**src/rtl/alu_seq_param.sv**
```systemverilog
// Registered parametric ALU for the EX stage.
// Single-cycle logic ops plus an iterative shift-add unsigned multiply.
module alu_seq_param #(
  parameter int DATA_WIDTH  = 32,
  parameter int SHAMT_WIDTH = 5
) (
  input  logic                  clk,
  input  logic                  reset,
  input  logic                  Start,
  input  logic [3:0]            ALUOperation,
  input  logic [DATA_WIDTH-1:0] A,
  input  logic [DATA_WIDTH-1:0] B,
  output logic                  Busy,
  output logic                  Done,
  output logic [DATA_WIDTH-1:0] ALUResult,
  output logic [DATA_WIDTH-1:0] ResultHi,
  output logic                  Zero,
  output logic                  Overflow
);

  localparam int W = DATA_WIDTH;

  localparam logic [3:0] OP_AND  = 4'h0;
  localparam logic [3:0] OP_OR   = 4'h1;
  localparam logic [3:0] OP_ADD  = 4'h2;
  localparam logic [3:0] OP_SUB  = 4'h3;
  localparam logic [3:0] OP_SLL  = 4'h4;
  localparam logic [3:0] OP_NOR  = 4'h5;
  localparam logic [3:0] OP_SRL  = 4'h6;
  localparam logic [3:0] OP_SLT  = 4'h7;
  localparam logic [3:0] OP_MULU = 4'h8;

  // W is a power of two, so the iteration count is a single set MSB
  localparam logic [SHAMT_WIDTH:0] CNT_INIT =
    {1'b1, {SHAMT_WIDTH{1'b0}}};
  localparam logic [SHAMT_WIDTH:0] CNT_ONE =
    {{SHAMT_WIDTH{1'b0}}, 1'b1};

  typedef enum logic {IDLE, MUL} state_t;

  state_t                 state_q;
  logic [SHAMT_WIDTH:0]   cnt_q;
  logic [2*W-1:0]         mcand_q;
  logic [W-1:0]           mplier_q;
  logic [2*W-1:0]         acc_q;
  logic [2*W-1:0]         acc_d;

  logic [W-1:0]           sum;
  logic [W-1:0]           diff;
  logic [W-1:0]           alu_r;
  logic                   alu_v;
  logic [SHAMT_WIDTH-1:0] shamt;

  assign sum   = A + B;
  assign diff  = A - B;
  assign shamt = B[SHAMT_WIDTH-1:0];

  always_comb begin
    alu_r = '0;
    alu_v = 1'b0;
    case (ALUOperation)
      OP_AND: alu_r = A & B;
      OP_OR:  alu_r = A | B;
      OP_ADD: begin
        alu_r = sum;
        alu_v = (A[W-1] == B[W-1]) && (sum[W-1] != A[W-1]);
      end
      OP_SUB: begin
        alu_r = diff;
        alu_v = (A[W-1] != B[W-1]) && (diff[W-1] != A[W-1]);
      end
      OP_SLL: alu_r = A << shamt;
      OP_NOR: alu_r = ~(A | B);
      OP_SRL: alu_r = A >> shamt;
      OP_SLT: alu_r = {{(W-1){1'b0}}, ($signed(A) < $signed(B))};
      default: alu_r = '0;
    endcase
  end

  assign acc_d = acc_q + (mplier_q[0] ? mcand_q : '0);

  always_ff @(posedge clk or negedge reset) begin
    if (!reset) begin
      state_q   <= IDLE;
      cnt_q     <= '0;
      mcand_q   <= '0;
      mplier_q  <= '0;
      acc_q     <= '0;
      Busy      <= 1'b0;
      Done      <= 1'b0;
      ALUResult <= '0;
      ResultHi  <= '0;
      Zero      <= 1'b0;
      Overflow  <= 1'b0;
    end else begin
      Done <= 1'b0;
      case (state_q)
        IDLE: begin
          if (Start && ALUOperation == OP_MULU) begin
            mcand_q  <= {{W{1'b0}}, A};
            mplier_q <= B;
            acc_q    <= '0;
            cnt_q    <= CNT_INIT;
            Busy     <= 1'b1;
            state_q  <= MUL;
          end else if (Start) begin
            ALUResult <= alu_r;
            ResultHi  <= '0;
            Zero      <= (alu_r == '0);
            Overflow  <= alu_v;
            Done      <= 1'b1;
          end
        end
        MUL: begin
          acc_q    <= acc_d;
          mcand_q  <= mcand_q << 1;
          mplier_q <= mplier_q >> 1;
          cnt_q    <= cnt_q - CNT_ONE;
          if (cnt_q == CNT_ONE) begin
            ALUResult <= acc_d[W-1:0];
            ResultHi  <= acc_d[2*W-1:W];
            Zero      <= (acc_d == '0);
            Overflow  <= 1'b0;
            Done      <= 1'b1;
            Busy      <= 1'b0;
            state_q   <= IDLE;
          end
        end
        default: state_q <= IDLE;
      endcase
    end
  end

endmodule

```
**config.mk**
```make
export PLATFORM = sky130hd
export DESIGN_NAME = alu_seq_param
export DESIGN_NICKNAME = d
export VERILOG_FILES = /design/src/rtl/alu_seq_param.sv
export SDC_FILE = /design/constraint.sdc
export NUM_CORES = 1
export LEC_CHECK = 0
export BUFFER_PORTS_ARGS = -buffer_cell sky130_fd_sc_hd__buf_2
export CAP_MARGIN = 20
export CORE_ASPECT_RATIO = 1.1
export CORE_MARGIN = 10
export CORE_UTILIZATION = 50
export DETAILED_ROUTE_END_ITERATION = 6
export PLACE_DENSITY_LB_ADDON = 0.3
export SYNTH_ARGS = -nofsm -noshare
export SYNTH_HDL_FRONTEND = slang
export SYNTH_SLANG_ARGS = --single-unit
```
**constraint.sdc**
```tcl
create_clock -name clk -period 4.15 [get_ports clk]
set_input_delay 0 -clock clk [delete_from_list [all_inputs] [get_ports clk]]
set_output_delay 0 -clock clk [all_outputs]
set_load 0.05 [all_outputs]
```
======== Word-level counts from Yosys, hierarchy flattened ========
Cells that the tools add are included.
operators by class
  $add $sub $neg .......................... 4
  $lt $le $gt $ge ......................... 1
  equality and inequality tests ........... 17
  shift operators ......................... 2
  mux-type cells .......................... 36
  bitwise gates (word level) .............. 4
  reduce and logical (&&, ||, !) cells .... 8
operator list
  cell                                                 number
  case mux 32 bit (8 select lines)                     1
  case mux 64 bit (2 select lines)                     2
  2-to-1 mux 32 bit                                    7
  2-to-1 mux 64 bit                                    3
  case mux 32 bit (2 select lines)                     3
  adder 64 bit                                         1
  logical NOT 64 bit                                   1
  adder 32 bit                                         1
  bitwise AND 32 bit                                   1
  logical NOT 32 bit                                   1
  < comparator 32 bit                                  1
  inverter 32 bit                                      1
  bitwise OR 32 bit                                    1
  left shift 32 x 5 -> 32 bit                          1
  >> shifter 32 x 5 -> 32 bit                          1
  subtractor 32 bit                                    1
  equality test 4 x 3 -> 1 bit, second input constant  4
  2-to-1 mux 1 bit                                     12
  case mux 1 bit (2 select lines)                      6
  case mux 6 bit (2 select lines)                      1
  equality test 4 x 2 -> 1 bit, second input constant  2
  equality test 6 x 1 -> 1 bit, second input constant  1
  2-to-1 mux 6 bit                                     1
  != test 2 bit, second input constant                 3
  11 further kinds                                     15
storage, ports and cells
  register bits ........................... 235
  bits of input ports ..................... 71
  output and inout port bits .............. 68
  logic and storage cells ................. 83

======== Longest topological paths before layout ========
  depth after elaboration ................. 7
  mapped depth ............................ 19

======== Least setup slack after synthesis ========
OpenSTA, ideal clock, no wires.
  path type ............................... input port to flip-flop
  start point ............................. input B[3]
  end point ............................... register Zero
  setup time .............................. 69 ps
  arrival time ............................ 4113 ps
  slack ................................... -32 ps
  stages .................................. 18
  path buffers ............................ 5
  cell sequence ........................... clkbuf_1 inv_1 buf_2 buf_1 clkbuf_1 ha_1 clkbuf_1 or4_1 a21o_1 a21oi_1 o31ai_1 a2111oi_0 o311ai_0 nor3_1 o2111ai_1 nor4_1 nand2_1 nand3_1
between the ends
  longest elaborated chain between the ends .. 7
  elaborated cells on any way between the ends .. 13
  classes of those cells .................. add/sub (2); order compare (1); shift (2); mux (4); bitwise (3); reduce/logical (1)
ends and longest elaborated chain
  item                                                       RTL line  RTL
  start, declared                                            12        input logic [DATA_WIDTH-1:0] B,
  branches (longest 2 deep; another with subtractor 32 bit)  -
  case mux 32 bit (8 select lines) *                         61        case (ALUOperation)
  logical NOT 32 bit *                                       109       Zero <= (alu_r == '0);
  2-to-1 mux 1 bit *                                         106       end else if (Start) begin
  2-to-1 mux 1 bit *                                         99        if (Start && ALUOperation == OP_MULU) begin
  case mux 1 bit (2 select lines) *                          97        case (state_q)
  end signal, assigned                                       109
  end signal, assigned                                       122       Zero <= (acc_d == '0);
  end, declared                                              17        output logic Zero,
Mark *: on every way between the ends. The select of a mux whose other input is x is not followed.
A chain may end at the register's enable or synchronous reset.

======== Final worst setup path ========
  start point ............................. input A[20]
  end point ............................... register Zero
between the ends
  longest elaborated chain between the ends .. 7
  elaborated cells on any way between the ends .. 13
  classes of those cells .................. add/sub (2); order compare (1); shift (2); mux (4); bitwise (3); reduce/logical (1)
ends and longest elaborated chain
  item                                                       RTL line  RTL
  start, declared                                            11        input logic [DATA_WIDTH-1:0] A,
  branches (longest 2 deep; another with subtractor 32 bit)  -
  case mux 32 bit (8 select lines) *                         61
  logical NOT 32 bit *                                       109
  2-to-1 mux 1 bit *                                         106
  2-to-1 mux 1 bit *                                         99
  case mux 1 bit (2 select lines) *                          97
Marked as above.

==> results.cfg <==
[run_status]
status = complete, no violations

[place]
dpl.hpwl_mm = 81.97
placed_cells = 3906
dpl_cell_area_sq_mm = 0.02674
gp_congestion = 1.069
port_buffers = 138

[die]
std_cell_rows = 83
die_w_um = 226.2
dieArea_sq_mm = 0.05582
fp.dieH_um = 246.8
core_sq_mm = 0.04642
initial_core_util_pct = 50.37
pin_count = 139

[worst_setup_path]
crit_top_cell = o211ai_1
crit_buf_inv = 4
rr_worst_depth = 14
crit_path_top_delay_cell = a2111o_1
worst_setup_path_end_kind = register
crit_required_ps = 4630
critPathMaxFanout = 3
r2r-end = Zero
criticalPathCategory = input pin to register
start_kind = input pin
crit_start = A[20]
r2r_slack_ps = 110
crit_chain = dlygate4sd3_1 -> buf_2 -> inv_1 -> ha_1 -> or3_1 -> nor2_1 -> a21boi_0 -> buf_4 -> o311ai_0 -> o211ai_1 -> o211ai_1 -> a2111o_1 -> nor4_1 -> nand4_1 -> nor4_2 -> nand2_2 -> nand3_1
r2r_start = mplier_q[0]
crit_cells = 17
worstPathArrival_ps = 4560
crit_path_end = Zero
path_delay_family = simple AND/OR/NAND/NOR gates
crit_path_max_incr_delay_ps = 590

[power_and_ir_drop]
peakVddDrop_v = 0.0004597
p_per_area_mw_per_mm2 = 477.1
p_leak_nw = 13.21

[global_routing]
grt_pass1_wl_mm = 155.7
grt-ovfl-total = 0
grt_util_all_layers_pct = 36.27
grt_pass1_vias = 25540
grt_max_degree = 211
antenna_found_initial = 1

[timing]
drv_slew = 0
worst_pin_slew_ps = 1108
worst_clock_skew_ps = 36.24
max_freq_mhz = 245.6
tns_ps = 0
setup_violations = 0
period_share_pct = 98.12
finalCriticalPeriod_ps = 4072
slew_headroom_pct = 25.10
whs_ps = 14.85
finalHoldViolCount = 0

[synthesis]
avgSynthCellArea_sq_um = 7.714
yosysWarnings = 0
async_reset_ff_share_pct = 100.0
synth_edf_count = 0
ys_types = 84
ys.flop_type = dfrtp_1
synthesis.nets = 3279
ys_ff_latch = 235
syn-cell-area_sq_mm = 0.02338
synthCells = 3031
seq_area_frac_synth_pct = 25.15

[detailed_routing]
wire_per_inst_um = 26.18
drt-initial-drc-count = 3369
wl_mm = 104.5
drc = 0
via_per_inst = 6.516
antenna_left = 0
dr.pass1.iters = 7
vias = 26000

[cells_and_area]
instances_no_fill = 3990
syn_to_final_growth_pct = 20.80
fillers = 4109
fin_util_pct = 60.84
final_common_cell = nand2_1
fin_nets = 3624
final_cell_mix = nand2_1 (474), buf_4 (340), a21oi_1 (286)
multi_input_area_sq_mm = 0.01652
final_cell_area_sq_mm = 0.02824
regArea_sq_mm = 0.005886
drive_gt1_share_pct = 19.86

[clock_tree]
insertion_delay_ps = 580
cts_tree = yes
max-clock-path-buffers = 3
path_clk_slew_ps = 70
cts_root_buf = clkbuf_16
clock_sinks = 235
numCtsBuffers = 26
h-tree-depth = 1

[worst_hold_path]
hold_class = input pin to register

[run]
maxCapViolations = 0
[per-stage QoR]
step                      power, mW  setup slack [ps]
after CTS                     13.27             6.176
final                         13.47             77.99
after global placement        10.53            -410.2
after floorplan               8.116             123.4
after global routing          14.19            -88.49
after detailed placement      10.74            -483.4
[worst min path at each step]
stage / start / endpoint / slack (ps) / cells after the start
2_1_floorplan: reset / ALUResult[0] / -300 / 0
6_report: B[8] / mplier_q[8] / 10 / 5
5_1_grt: B[16] / mplier_q[16] / 40 / 5
3_3_place_gp: reset / acc_q[34] / 40 / 1
3_5_place_dp: reset / acc_q[34] / 60 / 1
4_1_cts: B[7] / mplier_q[7] / 2 / 5
[state kept, by name, indices dropped and copies added (netlist names), 6 cells and up]
name / count
ALUResult: 32
ResultHi: 32
acc_q: 64
cnt_q: 6
mcand_q: 64
mplier_q: 32
[where the power goes]
part | switching, mW | leakage [nW] | internal (mW)
clock network | 1.03 | 0.421 | 1.41
logic | 4.77 | 9.65 | 2.46
registers | 0.657 | 3.14 | 3.15
total | 6.45 | 13.2 | 7.03
[layout make-up]
| type | count | share of cell area (%) |
|---|---|---|
| repair buffers | 520 | 13.35 |
| clock buffers | 31 | 2.516 |
| inverters | 115 | 1.528 |
| flip-flops and latches | 235 | 20.84 |
| well taps | 595 | 2.636 |
| multi-input cells | 2478 | 58.49 |
| diodes | 2 | 0.01772 |
| clock inverters | 14 | 0.6158 |
[routing by layer]
metal / vias to the layer above / GRT usage [%] / part of all wire [%]
li1: 11600 / - / -
met1: 12560 / 42.19 / 37
met2: 1519 / 62.93 / 49
met3: 318 / 6.387 / 8.6
met4: 2 / 18.58 / 6.0
met5: - / 0 / 0.0077
[cell families (layout without fill, tap and decap cells)]
group | Yosys count | count (layout) | share of synthesized area (%)
and+or+nand+nor | 1099 | 1099 | 21.53
AOI/OAI and AO/OA | 958 | 958 | 25.51
buffers and inverters | 318 | 680 | 5.368
DFF | 235 | 235 | 25.15
adders and majority gates | 177 | 177 | 9.569
muxes | 153 | 153 | 9.456
xor gates and xnor gates | 91 | 91 | 3.409
other | 0 | 2 | 0
[worst reg2reg max path, stage by stage (launching register included)]
cell     delay, ps
dfrtp_2        450
and2_1         160
ha_1           220
fa_1           450
a21o_1         210
a31o_2         300
a21o_1         230
or2_1          250
a21oi_1        180
xnor2_1        110
or4_1          570
nor4_2         280
and4_4         330
nand4_1        120
nand3_1        120
[repair_timing]
action | in CTS | in global routing
buffers inserted | 0 | 4
hold buffers | 33 | 0
resized for setup | 14 | 38
endpoints found under the hold margin | 128 | 0
cloned | 0 | 0
pin swaps | 1 | 13
setup endpoints to repair | 4 | 4
[cells in the mapped netlist (18+ instances only)]
library cell	n	area (sq um)
nor3_1	42	210.2
o211ai_1	38	285.3
clkbuf_1	160	600.6
buf_2	21	105.1
o22ai_1	23	143.9
nand4_1	32	200.2
xnor2_1	58	508.0
nor4_1	25	156.4
nand2_1	476	1787
nor2b_1	28	175.2
inv_1	111	416.7
xor2_1	33	289.0
dfrtp_1	235	5881
nor2_1	257	964.7
a21oi_1	292	1461
o21ai_0	274	1371
and2_1	85	531.8
a21o_1	34	255.2
ha_1	174	2177
o21bai_1	24	180.2
a211oi_1	42	315.3
nand3_1	51	255.2
mux2_2	28	315.3
buf_1	18	67.56
mux4_2	45	1013
a31oi_1	18	112.6
o31ai_1	22	165.2
nand2b_1	20	125.1
mux2i_1	75	750.7
(Power assumes the default switching activity.)
